File: src/rtl/vga_digit_display.sv
// VGA timing generator with an NDIG-wide row of 3x5 block-glyph decimal digits.
// Digit values are latched once per frame into a shadow register; every output is registered.
module vga_digit_display #(
  parameter int          HACTIVE  = 640,
  parameter int          HFP      = 16,
  parameter int          HPULSE   = 96,
  parameter int          HBP      = 48,
  parameter int          VACTIVE  = 480,
  parameter int          VFP      = 10,
  parameter int          VPULSE   = 2,
  parameter int          VBP      = 29,
  parameter bit          SYNC_POL = 1'b0,
  parameter int          NDIG     = 6,
  parameter int          CELL     = 25,
  parameter int          GAP      = 15,
  parameter int          X0       = 50,
  parameter int          Y0       = 150,
  parameter logic [11:0] FG       = 12'h0F0,
  parameter logic [11:0] BG       = 12'h000
) (
  input  logic              dclk,
  input  logic              clr_n,
  input  logic [4*NDIG-1:0] digits_in,
  output logic              hsync,
  output logic              vsync,
  output logic [3:0]        red,
  output logic [3:0]        green,
  output logic [3:0]        blue,
  output logic              active,
  output logic              frame_start
);

  localparam int HTOTAL = HPULSE + HBP + HACTIVE + HFP;
  localparam int VTOTAL = VPULSE + VBP + VACTIVE + VFP;
  localparam int HW     = $clog2(HTOTAL);
  localparam int VW     = $clog2(VTOTAL);
  localparam int HS     = HPULSE + HBP;
  localparam int VS     = VPULSE + VBP;
  localparam int HEND   = (HS + HACTIVE) % HTOTAL;
  localparam int VEND   = (VS + VACTIVE) % VTOTAL;
  localparam int PITCH  = 3 * CELL + GAP;
  localparam int PW     = (PITCH > 1) ? $clog2(PITCH) : 1;
  localparam int CW     = (CELL > 1) ? $clog2(CELL) : 1;
  localparam int SW     = $clog2(NDIG + 1);

  logic [HW-1:0]     r_hc, w_hc_nxt;
  logic [VW-1:0]     r_vc, w_vc_nxt;
  logic [31:0]       w_hc32, w_vc32, w_hcn32, w_vcn32;
  logic              w_hc_last, w_vc_last;
  logic [4*NDIG-1:0] r_shadow;

  logic              r_hrun, w_hrun;
  logic [SW-1:0]     r_slot, w_slot;
  logic [PW-1:0]     r_pcnt, w_pcnt;
  logic [CW-1:0]     r_cx, w_cx;
  logic [1:0]        r_col, w_col;

  logic              r_vrun, w_vrun;
  logic [CW-1:0]     r_cy, w_cy;
  logic [2:0]        r_row, w_row;

  logic              w_act;
  logic [3:0]        w_dig;
  logic [14:0]       w_pat;
  logic [2:0]        w_rowbits;
  logic              w_bit;
  logic [11:0]       w_rgb;

  logic              r_hsync, r_vsync, r_active, r_fs;
  logic [11:0]       r_rgb;

  function automatic logic [14:0] glyph(input logic [3:0] d);
    case (d)
      4'd0:    glyph = 15'b111_101_101_101_111;
      4'd1:    glyph = 15'b010_110_010_010_111;
      4'd2:    glyph = 15'b111_001_111_100_111;
      4'd3:    glyph = 15'b111_001_111_001_111;
      4'd4:    glyph = 15'b101_101_111_001_001;
      4'd5:    glyph = 15'b111_100_111_001_111;
      4'd6:    glyph = 15'b111_100_111_101_111;
      4'd7:    glyph = 15'b111_001_001_001_001;
      4'd8:    glyph = 15'b111_101_111_101_111;
      4'd9:    glyph = 15'b111_101_111_001_111;
      default: glyph = '0;
    endcase
  endfunction

  assign w_hc_last = (r_hc == HW'(HTOTAL - 1));
  assign w_vc_last = (r_vc == VW'(VTOTAL - 1));
  assign w_hc_nxt  = w_hc_last ? '0 : r_hc + HW'(1);
  assign w_vc_nxt  = !w_hc_last ? r_vc : (w_vc_last ? '0 : r_vc + VW'(1));
  assign w_hc32    = 32'(r_hc);
  assign w_vc32    = 32'(r_vc);
  assign w_hcn32   = 32'(w_hc_nxt);
  assign w_vcn32   = 32'(w_vc_nxt);

  // Horizontal glyph scanner: state always describes the current hc, so it is
  // steered by the upcoming hc value (reload at slot row start, stop at active end).
  always_comb begin
    w_hrun = r_hrun;
    w_slot = r_slot;
    w_pcnt = r_pcnt;
    w_cx   = r_cx;
    w_col  = r_col;
    if (X0 < HACTIVE && w_hcn32 == HS + X0) begin
      w_hrun = 1'b1;
      w_slot = '0;
      w_pcnt = '0;
      w_cx   = '0;
      w_col  = '0;
    end else if (w_hcn32 == HEND) begin
      w_hrun = 1'b0;
    end else if (r_hrun) begin
      if (r_pcnt == PW'(PITCH - 1)) begin
        w_pcnt = '0;
        w_cx   = '0;
        w_col  = '0;
        if (r_slot == SW'(NDIG - 1)) w_hrun = 1'b0;
        else                         w_slot = r_slot + SW'(1);
      end else begin
        w_pcnt = r_pcnt + PW'(1);
        if (r_cx == CW'(CELL - 1)) begin
          w_cx = '0;
          if (r_col != 2'd3) w_col = r_col + 2'd1;
        end else begin
          w_cx = r_cx + CW'(1);
        end
      end
    end
  end

  // Vertical glyph scanner advances once per line.
  always_comb begin
    w_vrun = r_vrun;
    w_cy   = r_cy;
    w_row  = r_row;
    if (w_hc_last) begin
      if (Y0 < VACTIVE && w_vcn32 == VS + Y0) begin
        w_vrun = 1'b1;
        w_cy   = '0;
        w_row  = '0;
      end else if (w_vcn32 == VEND) begin
        w_vrun = 1'b0;
      end else if (r_vrun) begin
        if (r_cy == CW'(CELL - 1)) begin
          w_cy = '0;
          if (r_row == 3'd4) w_vrun = 1'b0;
          else               w_row  = r_row + 3'd1;
        end else begin
          w_cy = r_cy + CW'(1);
        end
      end
    end
  end

  always_comb begin
    w_dig = 4'hF;
    for (int unsigned k = 0; k < NDIG; k++) begin
      if (r_slot == SW'(k)) w_dig = r_shadow[4*k +: 4];
    end
    w_pat = glyph(w_dig);
    case (r_row)
      3'd0:    w_rowbits = w_pat[14:12];
      3'd1:    w_rowbits = w_pat[11:9];
      3'd2:    w_rowbits = w_pat[8:6];
      3'd3:    w_rowbits = w_pat[5:3];
      default: w_rowbits = w_pat[2:0];
    endcase
    case (r_col)
      2'd0:    w_bit = w_rowbits[2];
      2'd1:    w_bit = w_rowbits[1];
      2'd2:    w_bit = w_rowbits[0];
      default: w_bit = 1'b0;
    endcase
    w_act = (w_hc32 >= HS) && (w_hc32 < HS + HACTIVE) &&
            (w_vc32 >= VS) && (w_vc32 < VS + VACTIVE);
    w_rgb = '0;
    if (w_act) w_rgb = (r_hrun && r_vrun && w_bit) ? FG : BG;
  end

  always_ff @(posedge dclk or negedge clr_n) begin
    if (!clr_n) begin
      r_hc     <= '0;
      r_vc     <= '0;
      r_shadow <= '1;
      r_hrun   <= 1'b0;
      r_slot   <= '0;
      r_pcnt   <= '0;
      r_cx     <= '0;
      r_col    <= '0;
      r_vrun   <= 1'b0;
      r_cy     <= '0;
      r_row    <= '0;
      r_hsync  <= ~SYNC_POL;
      r_vsync  <= ~SYNC_POL;
      r_active <= 1'b0;
      r_fs     <= 1'b0;
      r_rgb    <= '0;
    end else begin
      r_hc   <= w_hc_nxt;
      r_vc   <= w_vc_nxt;
      if (w_hc_last && w_vc_last) r_shadow <= digits_in;
      r_hrun <= w_hrun;
      r_slot <= w_slot;
      r_pcnt <= w_pcnt;
      r_cx   <= w_cx;
      r_col  <= w_col;
      r_vrun <= w_vrun;
      r_cy   <= w_cy;
      r_row  <= w_row;
      r_hsync  <= (w_hc32 < HPULSE) ? SYNC_POL : ~SYNC_POL;
      r_vsync  <= (w_vc32 < VPULSE) ? SYNC_POL : ~SYNC_POL;
      r_active <= w_act;
      r_fs     <= (r_hc == '0) && (r_vc == '0);
      r_rgb    <= w_rgb;
    end
  end

  assign hsync       = r_hsync;
  assign vsync       = r_vsync;
  assign red         = r_rgb[11:8];
  assign green       = r_rgb[7:4];
  assign blue        = r_rgb[3:0];
  assign active      = r_active;
  assign frame_start = r_fs;

endmodule

File: config.mk
export PLATFORM = sky130hd
export DESIGN_NAME = vga_digit_display
export DESIGN_NICKNAME = d
export VERILOG_FILES = /design/src/rtl/vga_digit_display.sv
export SDC_FILE = /design/constraint.sdc
export NUM_CORES = 1
export LEC_CHECK = 0
export BUFFER_PORTS_ARGS = -buffer_cell sky130_fd_sc_hd__buf_2
export CAP_MARGIN = 20
export CORE_MARGIN = 3
export CORE_UTILIZATION = 45
export DETAILED_ROUTE_END_ITERATION = 8
export GPL_TIMING_DRIVEN = 1
export PLACE_DENSITY = 0.65
export SYNTH_ARGS = -nofsm -noshare
export SYNTH_HDL_FRONTEND = slang
export SYNTH_SLANG_ARGS = --single-unit
File: constraint.sdc
create_clock -name dclk -period 5.8 [get_ports dclk]
set_input_delay 1.16 -clock dclk [delete_from_list [all_inputs] [get_ports dclk]]
set_output_delay 1.16 -clock dclk [all_outputs]
set_load 0.005 [all_outputs]
# [Word level (Yosys, flattened, before mapping)]
# Memories as Yosys holds them, arrays and structs flattened.
# Index checks and enable logic that the tools add are counted.
# W data, S select, Z words.
[totals] out_inout_bits=16 elab_cells=133 romBits=240 mem_count=1 register_bits=87
[classes] eq_ne=25 addsub=8 n_reduce_logical=23 n_lt_le_gt_ge=6 n_mux=54
[mem_list] name="(no name shown)" depth=16 word_bits=15 read_ports=1 rd_ports_with_merged_regs=0 write_ports=0 line="73" source="case (d)"
[ops] cell="$mux W5" n=9
[ops] cell="$eq A10 B10 Y1 const B" n=3
[ops] cell="$mux W10" n=3
[ops] cell="$mux W3" n=10
[ops] cell="$mux W7" n=4
[ops] cell="$mux W4" n=6
[ops] cell="$add A10 B1 Y10 const B" n=2
[ops] cell="$eq A10 B8 Y1 const B" n=2
[ops] cell="$logic_not A10 Y1" n=2
[ops] cell="$mux W8" n=2
[ops] cell="$eq A3 B2 Y1 const B" n=4
[ops] cell="$mux W1" n=12
[ops] cell="$mux W2" n=6
[ops] cell="$pmux W3 S4" n=1
[ops] cell="$add A5 B1 Y5 const B" n=2
[ops] cell="$eq A10 B9 Y1 const B" n=1
[ops] cell="$eq A5 B5 Y1 const B" n=2
[ops] cell="$ge A10 B5 Y1 const B" n=1
[ops] cell="$ge A10 B8 Y1 const B" n=1
[ops] cell="$lt A10 B10 Y1 const B" n=1
[ops] cell="$lt A10 B2 Y1 const B" n=1
[ops] cell="$lt A10 B7 Y1 const B" n=1
[ops] cell="$lt A10 B9 Y1 const B" n=1
[ops] cell="$ne A2 B2 Y1 const B" n=5
[ops] cell="other kinds (18)" n=34

# [Logic depth before layout (Yosys ltp)]
# Gate-level depths: netlist of run 1.
# An unclocked memory read counts as a cell.
[logic_depth] ltp_word=13 mapped_depth=18 depth_no_buf=16

# [Worst setup path after synthesis of run 1]
# OpenSTA, ideal clock, no wires.
[synth_timing] kind="register -> register" start="reg r_slot[1]" end="reg r_rgb[6]" setup_slack_ns=2.294 arrival_ns=3.424 period_less_slack_ns=3.506 required_time_ns=5.718 path_buffers=2 path_stages_with_launch=16 path_cell_list="dfrtp_1 inv_1 ha_1 clkbuf_1 clkbuf_1 nor2_1 a221oi_1 a211oi_1 a21oi_1 nor2_1 o41ai_1 ha_1 nand2b_1 a2111oi_0 o41ai_1 a31oi_1"
[synth_between] elab_chain_cells=13
[synth_rtl] element="start: declaration" line="53" source="logic [SW-1:0] r_slot, w_slot;"
[synth_rtl] element="start signal: assignment" line="204" source="r_slot <= w_slot;"
[synth_rtl] element="$logic_not A3 Y1" line="159" source="if (r_slot == SW'(k)) w_dig = r_shadow[4*k +: 4];"
[synth_rtl] element="$mux W4 (5 in a row)" line="159"
[synth_rtl] element="$mux W4 (*)" line="159"
[synth_rtl] element="$mem_v2 Z16 W15 (*)"
[synth_rtl] element="$pmux W3 S4 (*)" line="162" source="case (r_row)"
[synth_rtl] element="$pmux W1 S3 (*)" line="169" source="case (r_col)"
[synth_rtl] element="$logic_and A1 B1 Y1 (*)" line="178" source="if (w_act) w_rgb = (r_hrun && r_vrun && w_bit) ? FG : BG;"
[synth_rtl] element="$mux W8 (*) (2 in a row)" line="178"
[synth_rtl] element="end signal: assignment" line="215" source="r_rgb <= w_rgb;"
[synth_rtl] element="end: declaration" line="70" source="logic [11:0] r_rgb;"
# Mark *: on every way between the ends. The rest lies on a longest branch, timed or not.
# A chain may end at the register's enable or synchronous reset.

# [Worst setup path after layout of run 1]
# Same ends and word-level chain as after synthesis.

==> summary.md, run 1 <==
| Metric | Value |
|---|---|
| Data arrival time at the worst-slack endpoint | 4220 ps |
| Share of total power in combinational logic | 1.9% |
| Inserted Clock Buffers | 9 |
| Layout area overhead | 8.55% |
| Internal Power | 789 µW |
| Synth Flop Type | dfrtp_1 |
| Final setup skew | 10.3 ps |
| Die Span Y | 110 µm |
| Antenna Violating Nets Remaining | 0 |
| Clock tree from TritonCTS | done |
| Clock root buffer | clkbuf_8 |
| Total setup violations reported at the end of the flow | 0 |
| Total Neg Setup Slack | 0 ps |
| Net switching share of the total power | 21.0% |
| Number of enable flip-flop cells after synthesis | 0 |
| Net switching power | 210 µW |
| First-pass GRT wire length | 17.7 mm |
| Clock Power Share | 44.9% |
| Clock transition at the registers of the reported paths | 80 ps |
| Worst-case clock buffer depth | 2 |
| First-pass DRT Iterations | 4 |
| Areal power density over the cells | 189 nW/µm² |
| Via count of the first global-routing pass | 3658 |
| Number of hold-repair buffers added at the cts stage | 0 |
| Routed vias/inst | 5.73 |
| # Post-CTS Setup Buffers | 0 |
| Post-synthesis sequential element count | 76 |
| Largest net degree at the start of global routing | 77 |
| Worst ir drop on vdd | 93.6 µV |
| Worst reg2reg path startpoint | r_slot[1] |
| Die footprint | 12100 µm² |
| Minimum clock period | 3940 ps |
| DRC violation count after routing | 0 |
| Portion of the post-synthesis area used by sequential elements | 39.7% |
| Die Width | 110 µm |
| Final count of pins violating max slew | 0 |
| Worst slew pin tran | 959 ps |
| Number of failing hold endpoints at the final stage | 0 |
| Fraction of power consumed by sequential logic | 53.1% |
| F_max | 0.254 GHz |
| Source-to-sink clock delay at the later pin of the worst-skew pair | 360 ps |
| Start point of the worst min-delay path | r_shadow[4] |
| Fraction of final layout cells with drive strength greater than 1 | 22.2% |
| Count of maximum capacitance violations | 0 |
| Top-level I/O count | 42 |
| Leakage power figure | 0.00237 µW |
| Diodes inserted | 0 |
| Setup repair after global routing missed its margin | false |
| Critical Path Source Type | register |
| Overflow left after global routing | 0 |
| Core area | 10400 µm² |
| Worst hold margin | 508 ps |
| Final HPWL from detailed placement | 7.31 mm |
| Final worst-path cycle share | 68.0% |
| Share of async-settable or async-resettable flops after synthesis | 100% |
| Mean routed wirelength per cell | 15.6 µm |
| Synth Instances | 506 |
| Classification of the worst-slack hold path | register to register |
| Post_cts resized | 0 |
| Total clock sinks | 76 |
| First DRT Iteration DRCs | 183 |
| Final Routed Wirelength | 10.4 mm |
| Vias after detailed routing | 3819 |
| Number of antenna violations at the first check in global routing | 0 |
| Effective utilization at floorplan | 46.8% |
| Final nets | 585 |
| H-tree lvl count | 3 |
| Setup CP Type | register to register |
| Category of the worst setup path capture point | register |
| Synth cell types | 69 |
| Endpoint required time on the critical path | 6080 ps |
| Launching instance or port of the critical path | r_slot[1] |
| Cell Rows | 37 |
| Port Buffer Count | 33 |
| Largest fanout of any net on the critical path | 19 |
| RD Place Congestion | 0.879 |
| Status | finished clean |
| Worst slew margin relative to its limit | 36.1% |
| Netlist Area Pre-Place | 4870 µm² |
| Yosys warning total | 0 |
| Mean post-synth cell area | 9.63 µm² |
| Gr usage total | 18.4% |
## critical path, stage by stage (launching register included)
cell       delay, ps
dfrtp_1          420
inv_1             90
ha_1             520
nor2_1            80
a221oi_1         290
a211oi_1         100
a21oi_1          150
nor2_1            60
o41ai_1          670
ha_1             370
nand2b_1         140
a2111oi_0        600
o41ai_1          180
a31oi_1          200
## sequential cells by signal (all words and copies together) (netlist names), 3 cells and up
name / count
r_cy: 5
r_hc: 10
r_slot: 3
r_vc: 10
r_pcnt: 7
r_row: 3
r_shadow: 24
r_cx: 5
## layout by cell type (no fill, tap or decap), types with 6 or more instances in the layout
| cell type | Yosys | routed |
|---|---|---|
| nor2_1 | 27 | 26 |
| nand4_1 | 10 | 10 |
| o21ai_0 | 31 | 31 |
| dfrtp_1 | 50 | 50 |
| dfstp_2 | 26 | 26 |
| buf_2 | 8 | 33 |
| ha_1 | 33 | 33 |
| a21oi_1 | 12 | 12 |
| nand2_1 | 36 | 36 |
| a32o_1 | 7 | 7 |
| inv_1 | 33 | 33 |
| and3_1 | 7 | 7 |
| nand4b_1 | 6 | 6 |
| mux2_2 | 21 | 21 |
| a22o_1 | 7 | 7 |
| nor4_1 | 13 | 13 |
| nand3_1 | 16 | 16 |
| a31oi_1 | 7 | 7 |
| xnor2_1 | 8 | 8 |
| clkbuf_8 | 0 | 10 |
| nor3_1 | 9 | 9 |
| conb_1 | 1 | 8 |
| nor2b_1 | 7 | 7 |
## synthesized netlist by cell type, types with 4 or more instances
master	n	area [µm²]
a21o_1	5	37.5
a211oi_1	5	37.5
xor2_1	4	35.0
or2_2	4	25.0
clkbuf_1	14	52.6
inv_1	33	124
and3_1	7	43.8
a22o_1	7	61.3
nand2_1	36	135
a2111oi_0	4	35.0
a32o_1	7	70.1
or4_1	5	37.5
buf_2	8	40.0
ha_1	33	413
nor3_1	9	45.0
nand4_1	10	62.6
or3_1	4	25.0
a31oi_1	7	43.8
nand2b_1	5	31.3
dfrtp_1	50	1250
xnor2_1	8	70.1
a21oi_1	12	60.1
nor3b_1	5	37.5
nor2_1	27	101
nor4_1	13	81.3
nand4b_1	6	52.6
mux2_2	21	236
dfstp_2	26	683
o21ai_0	31	155
and2_1	5	31.3
buf_4	12	90.1
nand3_1	16	80.1
nor2b_1	7	43.8
## metal layers
metal  wire, µm  vias to the layer above  part of all wire [%]  GRT usage, %
met2       4840                       67                    46          28.9
met1       4980                     1862                    48          24.5
li1           -                     1872                     -             -
met3        351                       18                   3.4          3.09
met4        250                        0                   2.4          9.26
met5          0                        -                     0             0
## layout make-up
| type | instances | area (µm²) |
|---|---|---|
| fillers | 990 | 5120 |
| multi-input cells | 369 | 2650 |
| flip-flops and latches | 76 | 1930 |
| repair buffers | 37 | 195 |
| well taps | 136 | 170 |
| clock buffers | 11 | 141 |
| inverters | 33 | 124 |
| clock inverters | 5 | 75.1 |
## worst paths after layout
| kind | to | cells after the start | slack (ps) |
|---|---|---|---|
| max in group asynchronous | r_col[0] | 1 | 4230 |
| worst min register to register | r_shadow[4] | 2 | 510 |
| worst max register to register | r_rgb[6] | 13 | 1860 |
| worst max-delay path | r_rgb[6] | 13 | 1860 |
| worst min-delay path | r_shadow[4] | 2 | 510 |
| min in group asynchronous | r_cy[1] | 1 | 950 |
## cells by family after synthesis
group	share of synthesized area [%]
compound gates	17.0
xor+xnor	2.16
fa+ha+maj	8.47
buf+inv	6.52
flops	39.7
mux	5.47
other cells	0.0769
simple gates	20.6
## through the flow
step	util, %	power, µW	area, µm²	setup WS, ps	instances
final	50.8	998	5290	1860	667
after global routing	50.8	1040	5290	1310	667
after CTS	50.8	1010	5290	1820	667
after detailed placement	48.7	560	5070	1870	651
after global placement	48.7	560	5070	1930	650
after floorplan	-	545	4900	2290	513
## power by group through the flow
stage                     combinational, µW  clock (µW)  sequential (µW)
after global placement                 19.5           0              540
after detailed placement               20.3           0              540
after CTS                              20.3         460              530
after floorplan                        5.18           0              540
after global routing                   23.1         484              530
final                                  19.2         449              530
(Power assumes the default switching activity.)
==> inputs of run 2 (changes only) <==
- clock period: 5.8 -> 4.06 ns (I/O delays scaled with it)
==> run 2 against run 1 <==
Global-route usage decreased by 1.1 points. Register-to-register slack got worse by 1500 ps. Sequential share of layout area decreased by 0.33 points. Highest routed layer unchanged. Critical path depth unchanged. Cell count increased by 0.60%. Sequential power increased by 43%.
==> summary.md, run 2 (same netlist as run 1, synthesis figures left out) <==
| Metric | Value |
|---|---|
| Gr usage total | 17.4% (-1.1 points) |
| Worst setup slack after placement | 390 ps (-1480 ps) |
| Total setup violations reported at the end of the flow | 0 (unchanged) |
| Most frequent cells in the layout | 50 x dfrtp_1, 36 x nand2_1, 33 x inv_1, 33 x ha_1, 32 x buf_2 |
| Final setup skew | 7.02 ps (-3.25 ps) |
| Leakage power figure | 0.00240 µW (+1.1%) |
| Number of failing hold endpoints at the final stage | 0 (unchanged) |
| Areal power density over the cells | 275 nW/µm² (+46%) |
| First DRT Iteration DRCs | 295 (+61%) |
| Status | finished clean |
| Final Worst Setup Slack | 392 ps (-1460 ps) |
| Final Routed Wirelength | 10.1 mm (-2.9%) |
| Overflow left after global routing | 0 (unchanged) |
| Most crowded layer after global routing | met2 |
| # Post-CTS Setup Buffers | 0 (unchanged) |
| Register with the most flip-flops | r_shadow |
| Final nets | 589 (+0.68%) |
| Inserted Clock Buffers | 9 (unchanged) |
| Layout area overhead | 9.52% |
| Vias after detailed routing | 3837 (+0.47%) |
| Post_cts resized | 0 (unchanged) |
| Worst slew margin relative to its limit | 36.3% (+0.19 points) |
| Top flop regs | r_shadow: 24 flops, r_hc: 10 flops, r_vc: 10 flops |
| Final HPWL from detailed placement | 7.20 mm (-1.5%) |
| Source-to-sink clock delay at the later pin of the worst-skew pair | 350 ps (about the same) |
| Clock root buffer | clkbuf_8 |
| Number of flip-flops under the largest register name | 24 (unchanged) |
| Total clock sinks | 76 (unchanged) |
| Count of maximum capacitance violations | 0 (unchanged) |
| Final worst-path cycle share | 90.3% (+22 points) |
| Largest net degree at the start of global routing | 77 (unchanged) |
| GR met2 Demand/Resource | 27.1% (-1.9 points) |
| Setup CP Type | register to register |
| Die Span Y | 110 µm (unchanged) |
| Post-route standard cell area excluding fillers | 5340 µm² (+0.90%) |
| Met1 layer usage reported by global route | 24.1% (-0.41 points) |
| Via count of the first global-routing pass | 3527 (-3.6%) |
| DRC violation count after routing | 0 (unchanged) |
| Final std cells w/o fill | 671 (+0.60%) |
| M3 GR Usage | 2.56% (-0.52 points) |
| RD Place Congestion | 0.901 (+2.5%) |
| Final count of pins violating max slew | 0 (unchanged) |
| Leading cell type in the layout, fill and taps excluded | dfrtp_1 |
| Antenna Violating Nets Remaining | 0 (unchanged) |
| Endpoint required time on the critical path | 4340 ps (-1740 ps) |
| Placement Cell Area | 5110 µm² (+0.64%) |
| Data arrival time at the worst-slack endpoint | 3950 ps (-270 ps) |
| Routed vias/inst | 5.72 (-0.13%) |
| Category of the worst setup path capture point | register |
| Largest fanout of any net on the critical path | 11 (-8) |
| Clock tree from TritonCTS | done |
| Diodes inserted | 0 (unchanged) |
| Worst ir drop on vdd | 147 µV (+57%) |
| Mean routed wirelength per cell | 15.1 µm (-3.5%) |
| DP Cell Count | 655 (+0.61%) |
| Critical Path Source Type | register |
| Die footprint | 12100 µm² (unchanged) |
| First-pass DRT Iterations | 5 (+1) |
| Total Neg Setup Slack | 0 ps (unchanged) |
| Worst slew pin tran | 956 ps (-2.91 ps) |
| F_max | 0.273 GHz (+7.5%) |
| Port Buffer Count | 33 (unchanged) |
| Cell Rows | 37 (unchanged) |
| Setup repair after global routing missed its margin | false |
| Minimum clock period | 3670 ps (-276 ps) |
| Worst-case clock buffer depth | 2 (unchanged) |
| Effective utilization at floorplan | 46.8% (unchanged) |
| Die Width | 110 µm (unchanged) |
| Top-level I/O count | 42 (unchanged) |
| Number of hold-repair buffers added at the cts stage | 0 (unchanged) |
| Clock transition at the registers of the reported paths | 80 ps (about the same) |
| Fraction of final layout cells with drive strength greater than 1 | 22.6% (+0.39 points) |
| First-pass GRT wire length | 16.8 mm (-5.1%) |
| H-tree lvl count | 3 (unchanged) |
| Number of antenna violations at the first check in global routing | 0 (unchanged) |
| Classification of the worst-slack hold path | register to register |
| Core area | 10400 µm² (unchanged) |
[run 2: changes by cell type in the layout (fill, tap and decap cells not counted), sizes merged]
cell	before	now
buf	37	41
bufinv	2	3
clkinv	3	2
[run 2: routing by layer]
layer	part of all wire, %	vias up
li1	-	1889
met1	47	1854
met2	47	78
met3	4.3	16
met4	1.8	0
met5	0	-
[run 2: where the power goes]
part,internal (µW),leakage (µW),switching (µW)
clock,407,0.000117,274
sequential,758,0.000953,0
combinational,8.64,0.00132,18.7
total,1170,0.00240,293
[run 2: final timing paths]
kind / start / endpoint / slack, ps / depth (start not counted)
setup reg to reg: r_slot[1] / r_rgb[6] / 390 / 13
min in group asynchronous: clr_n / r_cy[2] / 600 / 1
setup / recovery: r_slot[1] / r_rgb[6] / 390 / 13
max in group asynchronous: clr_n / r_slot[1] / 2850 / 1
hold reg to reg: r_shadow[4] / r_shadow[4] / 520 / 2
hold / removal: r_shadow[4] / r_shadow[4] / 520 / 2
[run 2: cell type report]
type | count | area, µm²
inverters | 33 | 124
clock inverters | 5 | 100
well taps | 136 | 170
repair buffers | 41 | 228
clock buffers | 11 | 131
multi-input cells | 369 | 2650
flip-flops and latches | 76 | 1930
fillers | 960 | 5080
[run 2: critical path, stage by stage, from the launching register on]
cell	delay, ps
dfrtp_1	400
inv_1	80
ha_1	280
buf_4	200
a221oi_1	280
a211oi_1	80
a21oi_1	130
nor2_1	50
o41ai_1	650
ha_1	370
nand2b_1	150
a2111oi_0	570
o41ai_1	170
a31oi_1	180
[run 2: metrics by stage]
stage | util [%] | power [µW] | hold slack, ps
4_1_cts | 51.3 | 1490 | 524
3_5_place_dp | 49.0 | 800 | 512
5_1_grt | 51.3 | 1520 | 557
3_3_place_gp | 49.0 | 800 | 502
6_report | 51.3 | 1470 | 524
2_1_floorplan | - | 779 | 470
